<file path="src/rtl/jtag_scan_ctrl.sv">
// JTAG scan controller: owns the IR, selects/captures/shifts/updates IDCODE, BYPASS or USER DR.
// All state runs on posedge tck; driven by one-hot TAP state strobes.
module jtag_scan_ctrl #(
  parameter int                    IR_WIDTH      = 4,
  parameter logic [31:0]           IDCODE_VALUE  = 32'h000FAF01,
  parameter int                    USER_DR_WIDTH = 8,
  parameter logic [IR_WIDTH-1:0]   INSTR_ABORT   = 4'b1000,
  parameter logic [IR_WIDTH-1:0]   INSTR_IDCODE  = 4'b1110,
  parameter logic [IR_WIDTH-1:0]   INSTR_BYPASS  = 4'b1111,
  parameter logic [IR_WIDTH-1:0]   INSTR_USER    = 4'b1010
) (
  input  logic                     tck,
  input  logic                     trst_n,
  input  logic                     tlr,
  input  logic                     capture_ir,
  input  logic                     shift_ir,
  input  logic                     update_ir,
  input  logic                     capture_dr,
  input  logic                     shift_dr,
  input  logic                     update_dr,
  input  logic                     tdi,
  input  logic [USER_DR_WIDTH-1:0] user_dr_in,
  output logic                     tdo,
  output logic                     tdo_en,
  output logic [IR_WIDTH-1:0]      ir,
  output logic [USER_DR_WIDTH-1:0] user_dr_out,
  output logic                     user_update,
  output logic                     abort_pulse
);

  localparam int UDW = USER_DR_WIDTH;
  localparam logic [IR_WIDTH-1:0] IR_CAPTURE = IR_WIDTH'(1);

  logic [IR_WIDTH-1:0] ir_shift;
  logic [31:0]         dr_shift;
  logic                bypass_bit;

  logic                sel_idcode;
  logic                sel_user;
  logic [UDW-1:0]      user_shifted;
  logic [31:0]         dr_user_next;

  assign sel_idcode = (ir == INSTR_IDCODE);
  assign sel_user   = (ir == INSTR_USER);

  // USER shifts only the low UDW bits; upper dr_shift bits are left untouched.
  always_comb begin
    user_shifted          = dr_shift[UDW-1:0] >> 1;
    user_shifted[UDW-1]   = tdi;
    dr_user_next          = dr_shift;
    dr_user_next[UDW-1:0] = user_shifted;
  end

  always_ff @(posedge tck or negedge trst_n) begin
    if (!trst_n) begin
      ir          <= INSTR_IDCODE;
      ir_shift    <= '0;
      dr_shift    <= '0;
      bypass_bit  <= 1'b0;
      tdo         <= 1'b0;
      tdo_en      <= 1'b0;
      user_dr_out <= '0;
      user_update <= 1'b0;
      abort_pulse <= 1'b0;
    end else begin
      tdo         <= 1'b0;
      tdo_en      <= 1'b0;
      user_update <= 1'b0;
      abort_pulse <= 1'b0;
      if (tlr) begin
        ir          <= INSTR_IDCODE;
        ir_shift    <= '0;
        dr_shift    <= '0;
        bypass_bit  <= 1'b0;
        user_dr_out <= '0;
      end else if (capture_ir) begin
        ir_shift <= IR_CAPTURE;
      end else if (capture_dr) begin
        if (sel_idcode)    dr_shift   <= IDCODE_VALUE;
        else if (sel_user) dr_shift   <= 32'(user_dr_in);
        else               bypass_bit <= 1'b0;
      end else if (shift_ir) begin
        tdo      <= ir_shift[0];
        tdo_en   <= 1'b1;
        ir_shift <= {tdi, ir_shift[IR_WIDTH-1:1]};
      end else if (shift_dr) begin
        tdo_en <= 1'b1;
        if (sel_idcode) begin
          tdo      <= dr_shift[0];
          dr_shift <= {tdi, dr_shift[31:1]};
        end else if (sel_user) begin
          tdo      <= dr_shift[0];
          dr_shift <= dr_user_next;
        end else begin
          tdo        <= bypass_bit;
          bypass_bit <= tdi;
        end
      end else if (update_ir) begin
        ir          <= ir_shift;
        abort_pulse <= (ir_shift == INSTR_ABORT);
      end else if (update_dr) begin
        if (sel_user) begin
          user_dr_out <= dr_shift[UDW-1:0];
          user_update <= 1'b1;
        end
      end
    end
  end

endmodule
</file>
<file path="config.mk">
export PLATFORM = sky130hd
export DESIGN_NAME = jtag_scan_ctrl
export DESIGN_NICKNAME = d
export VERILOG_FILES = /design/src/rtl/jtag_scan_ctrl.sv
export SDC_FILE = /design/constraint.sdc
export NUM_CORES = 1
export LEC_CHECK = 0
export CAP_MARGIN = 20
export CORE_AREA = 2 2 91 93
export DETAILED_ROUTE_END_ITERATION = 8
export DIE_AREA = 0 0 93 95
export PLACE_DENSITY = 0.56
export SLEW_MARGIN = 20
export SYNTH_ARGS = -nofsm -noshare
export SYNTH_HDL_FRONTEND = slang
export SYNTH_SLANG_ARGS = --single-unit
</file>
<file path="constraint.sdc">
create_clock -name tck -period 1.91 [get_ports tck]
set_input_delay 0.573 -clock tck [delete_from_list [all_inputs] [get_ports tck]]
set_output_delay 0.573 -clock tck [all_outputs]
set_load 0.005 [all_outputs]
</file>
==> results.md, run 1 <==
- Final worst-path setup slack: around 0.11 ns
- Ant. Diodes: 0
- RSZ-0062 raised after global routing: false
- CP Data Required Time: 1.34 ns
- Root Buffer: clkbuf_8
- Fmax: 557 MHz
- Vias/cell: ~4.7
- Initial antenna violation count: 0
- Synthesized area per cell: between 10 and 15 um^2
- Final Hold Viols: 0
- DR vias: between 1,500 and 2,000
- Sequential share of power: about 53%
- Layout net count: 276
- Clk buf depth: 2
- # DRC: 0
- CTS sink count: 53
- Worst skew pair latency: just over 0.3 ns
- Core Box Area: roughly 7900 um^2
- WP depth: 1
- Htree depth: 2
- R2r endpoint: dr_shift[30]
- Yosys Warn Count: 0
- Seq/Total Area, Yosys: a little under three fifths
- Die Y-Extent: between 90 and 100 um
- Slew Viols, Final: 0
- Crit path largest cell delay: roughly 0.5 ns
- Area growth syn-to-layout: 32.2%
- Commonest non-fill, non-tap cell in the layout: dfrtp_1
- Drt first pass iters: 5
- Tmin final: 1.80 ns
- Main synth FF type: dfrtp_1
- Layout cells sized above 1: around 17%
- Die area: 8840 um^2
- Worst Tran Pin Value: approximately 0.38 ns
- Switch share: about 25%
- Worst R2R Path Depth: 5
- Arr. time, crit path: ~1.2 ns
- Clk slew on worst S/H paths: approximately 0.1 ns
- Peak supply drop: a little over 0.3 mV
- CTS buffer count: 5
- Die Width: 93 um
- Most frequent cells in the layout: 50 x dfrtp_1, 27 x nor2_1, 26 x clkdlybuf4s50_1, 19 x nand2_1, 19 x buf_4
- Fillers: 785
- Post-synth EDFFs: 0
- Vias in the first global route: 1,658
- Port Buf Inserts: 33
- Reg-to-reg slack, setup: between 0.15 and 0.2 ns
- Clk pwr share: 35.1%
- Crit path max-delay family: buffers and inverters
- I/O Pins: 34
- Core Rows: 33
- Worst path bufs/invs: 1
- Status: finished, final reports clean
- ANT nets after route: 0
- Final Util: roughly 39%
- DRT iter0 DRCs: 70
- Crit path launch: ir[0]
- Worst Setup End Kind: output pin
- Starting Density: slightly below 30%
- Yosys reg bits: 53
- Int Power: about 0.0017 W
- HP Class: in2async
- Final setup skew: ~0.012 ns
- Total gr overflow: 0
- Max-Cap Viols: 0
- Total power: about 0.0022 W
- First-pass GRT wire length: 8.40 mm
- Mapped Cells: 208
- Logic pwr share: approximately an eighth
- CP Launch Type: flop
- Netlist cell types: 37
- TritonCTS clock tree: yes
- Largest net degree at the start of global routing: 54
- Post-Place Worst Slack: -0.330 ns
- All-layer global routing usage: 12.3%
- Sw power: approximately 0.00055 W
- Startpoint of the worst register-to-register path: ir[2]
- Power density cells: a little over 700 nW/um^2
- Critical Path Fanout Max: 4
- Worst setup path endpoint: ir[0]
- Worst path slowest cell: clkdlybuf4s50_1
- Post-synth design cell area: approximately 2300 um^2
- Final cycle utilization of the critical path: between 90% and 100%
- Leak: 1.45 nW
- GPL Wtd Cong: ~0.8
- CP Cell Sequence: clkdlybuf4s50_1
- Setup-failing EPs final: 0
- Dpl hpwl: about 3.3 mm
- WL/cell: 13.6 um
- Final WL: 4.97 mm
- Syn Nets: around 230
- Slew Limit Headroom: about three quarters
- Cts hold-fix bufs: 0
- WS Path Type: reg2out
- Asr flop ratio synth: between 90% and 100%
## worst min-delay path by stage
stage                start          end  slack [ns]  cells past startpoint
3_3_place_gp   dr_shift[8]  dr_shift[8]        0.47                      1
3_5_place_dp   dr_shift[8]  dr_shift[8]        0.47                      1
2_1_floorplan       trst_n  abort_pulse        0.28                      0
6_report            trst_n        ir[0]        0.23                      2
5_1_grt             trst_n  user_update        0.24                      2
4_1_cts             trst_n  abort_pulse        0.24                      2
## metrics by stage
stage / setup TNS [ns] / hold slack (ns) / instance area [um^2] / instances
final: 0 / 0.230 / 3060 / 364
after global routing: 0 / 0.243 / 3060 / 364
after CTS: 0 / 0.242 / 3030 / 364
after detailed placement: -11.57 / 0.473 / 2900 / 354
after global placement: -11.38 / 0.470 / 2900 / 354
after floorplan: 0 / 0.277 / 2310 / 208
## timing repair
item | in CTS | in global routing
pin swaps | 0 | 1
setup endpoints to repair | 15 | 26
buffers inserted | 2 | 0
gates resized for setup | 4 | 7
## cell type report
cell class / count / area, um^2 / share of cell area (%)
timing repair buffer: 56 / 543 / 17.7
inverter: 9 / 33.8 / 1.10
multi-input combinational: 133 / 910 / 29.7
sequential: 53 / 1330 / 43.5
clock buffer: 5 / 68.8 / 2.25
tap: 105 / 131 / 4.29
clock inverter: 3 / 43.8 / 1.43
## flip-flops by register name (all words and copies together) (netlist names)
name and cells:
tdo 1, tdo_en 1, user_update 1, dr_shift 32, bypass_bit 1, ir 4
ir_shift 4, user_dr_out 8, abort_pulse 1
## power by group through the flow
stage / Combinational [W] / Sequential, W / Clock (W)
finish: 0.000269 / 0.00117 / 0.000778
global placement: 0.000262 / 0.00119 / 0
CTS: 0.000270 / 0.00117 / 0.000800
floorplan: 0.000120 / 0.00119 / 0
detailed placement: 0.000264 / 0.00119 / 0
global route: 0.000299 / 0.00117 / 0.000841
## kinds of logic after synthesis
kind of cell | Yosys count | share of synthesized area (%)
compound gates | 51 | 17.7
buf+inv | 22 | 4.22
flops | 53 | 57.5
mux | 15 | 6.59
simple gates | 67 | 14.0
## cell usage after synthesis (2+ instances only)
cell / number / area [um^2]
inv_1: 8 / 30.0
o2bb2ai_1: 17 / 149
a22oi_1: 2 / 15.0
a21oi_1: 2 / 10.0
buf_4: 2 / 15.0
nor4_1: 2 / 12.5
a22o_1: 14 / 123
o22ai_1: 7 / 43.8
and3b_1: 2 / 17.5
o21ai_0: 4 / 20.0
clkbuf_1: 5 / 18.8
nor3_1: 4 / 20.0
mux2i_1: 13 / 130
buf_2: 6 / 30.0
nor2_1: 27 / 101
dfstp_2: 3 / 78.8
dfrtp_1: 50 / 1250
nor3b_1: 3 / 22.5
nand2_1: 19 / 71.3
## layer usage
metal / track usage (%) / vias to the layer above / wire (um)
met4: 4.04 / 0 / 62
li1: - / 842 / -
met1: 17.4 / 815 / 2390
met5: 0 / - / 0
met2: 18.3 / 35 / 2320
met3: 3.19 / 5 / 192
No activity file was read; power rests on OpenSTA's default activity.
==> run 2, diff against run 1 <==
Settings changed: ABC_AREA from default to 1, CORE_AREA 2 2 91 93 to 2 2 96 98, DIE_AREA 0 0 93 95 to 0 0 98 100, PLACE_DENSITY 0.56 to 0.52.
==> run 2 against run 1 <==
- non-clock buffer count rose by 7
- register-to-register slack improved by 0.12 ns
- clock skew barely moved
- die area rose by 11%
- worst setup slack got worse by 0.036 ns
- global-route usage rose by 0.70 points
- critical path depth did not move
- power rose by 7.3%
- sequential cell count did not move
- critical endpoint unchanged
==> results.md, run 2 <==
- Core Box Area: about 9000 um^2
- First-pass GRT wire length: 10.3 mm
- Crit path largest cell delay: about 0.52 ns
- Arr. time, crit path: approximately 1.3 ns
- Largest cells by area after synthesis: dfrtp_1 49%, nand2_1 18%, nand3_1 7.9%, nor2_1 4.6%, dfstp_2 3.1%
- Synthesized area per cell: 7.94 um^2
- Worst Setup End Kind: output pin
- Startpoint of the worst register-to-register path: ir[1]
- Largest regs: dr_shift (32), user_dr_out (8)
- Vias/cell: ~4.5
- Crit path max-delay family: buffers and inverters
- R2r endpoint: dr_shift[9]
- Slew Limit Headroom: 78.2%
- Setup-failing EPs final: 0
- Mapped Cells: 321
- Leak: around 1.7 nW
- Yosys Warn Count: 0
- DRT iter0 DRCs: 68
- GPL Wtd Cong: about 0.85
- Max-Cap Viols: 0
- WL/cell: ~12 um
- HP Class: in2async
- Die Y-Extent: ~100 um
- CTS buffer count: 5
- Area after DPL: roughly 3200 um^2
- Ant. Diodes: 0
- CP Launch Type: flop
- Core Rows: 35
- Layout cells sized above 1: roughly 17%
- Asr flop ratio synth: 100%
- Seq/Total Area, Yosys: a little over half
- CP Cell Sequence: clkdlybuf4s50_1
- Worst skew pair latency: approximately 0.31 ns
- CTS sink count: 53
- Post-synth EDFFs: 0
- Critical Path Fanout Max: 4
- Final WL: ~5.8 mm
- Post-route design area: between 3000 and 4000 um^2
- Worst path slowest cell: clkdlybuf4s50_1
- Post-Place Worst Slack: -0.249 ns
- Worst R2R Path Depth: 8
- I/O Pins: 34
- Final Hold Viols: 0
- Layout net count: about 400
- Status: finished, final reports clean
- Post-synth design cell area: around 2500 um^2
- Die area: about 9800 um^2
- Yosys top cell area share: about half
- Netlist cell types: 25
- Starting Density: between 20% and 30%
- ANT nets after route: 0
- Die Width: 98 um
- Root Buffer: clkbuf_8
- Total gr overflow: 0
- Vias in the first global route: ~2,200
- # DRC: 0
- Initial antenna violation count: 0
- DR vias: between 2,000 and 2,500
- TritonCTS clock tree: yes
- Top cell type by total area after synthesis: dfrtp_1
- Power density cells: ~720 nW/um^2
- Worst Tran Pin Value: approximately 0.33 ns
- Port Buf Inserts: 33
- All-layer global routing usage: between 10% and 20%
- Yosys reg bits: 53
- Max FFs per register: 32
- Fmax: about 550 MHz
- Main synth FF type: dfrtp_1
- Final cycle utilization of the critical path: between 90% and 100%
- CP Data Required Time: 1.34 ns
- Final worst-path setup slack: around 0.08 ns
- Area growth syn-to-layout: 29.7%
- Synth cell count leaders: 123 x nand2_1, 50 x dfrtp_1, 40 x nand3_1, 31 x nor2_1, 17 x inv_1
- Most frequent cells in the layout: 123 x nand2_1, 50 x dfrtp_1, 40 x nand3_1, 30 x nor2_1
- Dpl hpwl: just over 4 mm
- Most numerous cell in the Yosys netlist: nand2_1
- Htree depth: 2
- Final setup skew: 0.0118 ns
- Reg-to-reg slack, setup: between 0.2 and 0.3 ns
- Largest Register: dr_shift
- Clk buf depth: 2
- Slew Viols, Final: 0
- Tmin final: roughly 1.8 ns
- Clk slew on worst S/H paths: approximately 0.10 ns
- RSZ-0062 raised after global routing: false
- WS Path Type: reg2out
- Commonest non-fill, non-tap cell in the layout: nand2_1
- Drt first pass iters: 4
- Largest net degree at the start of global routing: between 50 and 60
- Syn Nets: 339
- Worst path bufs/invs: 1
- Peak supply drop: between 0.2 and 0.3 mV
==> run 2: cell types whose count changed after synthesis, moves of 5 or more <==
cell / delta
nand2_2: +5
a22o_1: -14
inv_1: +9
nand2_1: +104
nand4_1: +8
nand3_1: +39
clkbuf_1: -5
mux2i_1: -13
o2bb2ai_1: -17
==> run 2: timing repair <==
item,in CTS,in global routing
setup endpoints to repair,3,12
buffers inserted,3,0
hold buffers,0,0
gates resized for setup,3,2
==> run 2: logic make-up after synthesis <==
group | share of synthesized area, %
simple gates | 38.8
compound gates | 2.85
buf+inv | 6.19
flops | 52.2
==> run 2: cell type report <==
cell class	count	area, um^2
tap	111	139
fill	925	5580
timing repair buffer	63	574
inverter	22	82.6
sequential	53	1330
clock buffer	7	86.3
multi-input combinational	235	1060
clock inverter	1	30.0
==> run 2: report_power, final <==
part           switching [W]  internal, W
Combinational       0.000233     0.000165
Clock               0.000365     0.000428
Sequential         0.0000219      0.00117
==> run 2: worst max path at each step <==
stage / start / to / cells past startpoint
global placement: tlr / tdo / 6
global route: ir[0] / ir[0] / 1
CTS: tlr / user_update / 7
floorplan: tlr / dr_shift[19] / 8
finish: ir[0] / ir[0] / 1
detailed placement: tlr / user_update / 7
==> run 2: metal layers <==
metal	share of wire (%)	track usage (%)
met5	0	0
met4	1.1	3.53
met3	3.5	2.72
met2	48	22.4
met1	47	16.5
==> run 2: metrics by stage <==
stage	hold WS, ns	setup TNS (ns)	power [W]	util (%)	std cells
final	0.234	0	0.00238	37.2	492
after detailed placement	0.458	-10.80	0.00161	35.6	481
after global placement	0.454	-8.74	0.00160	35.6	481
after CTS	0.252	0	0.00242	37.1	492
after global routing	0.256	0	0.00252	37.2	492
after floorplan	0.277	0	0.00142	-	321
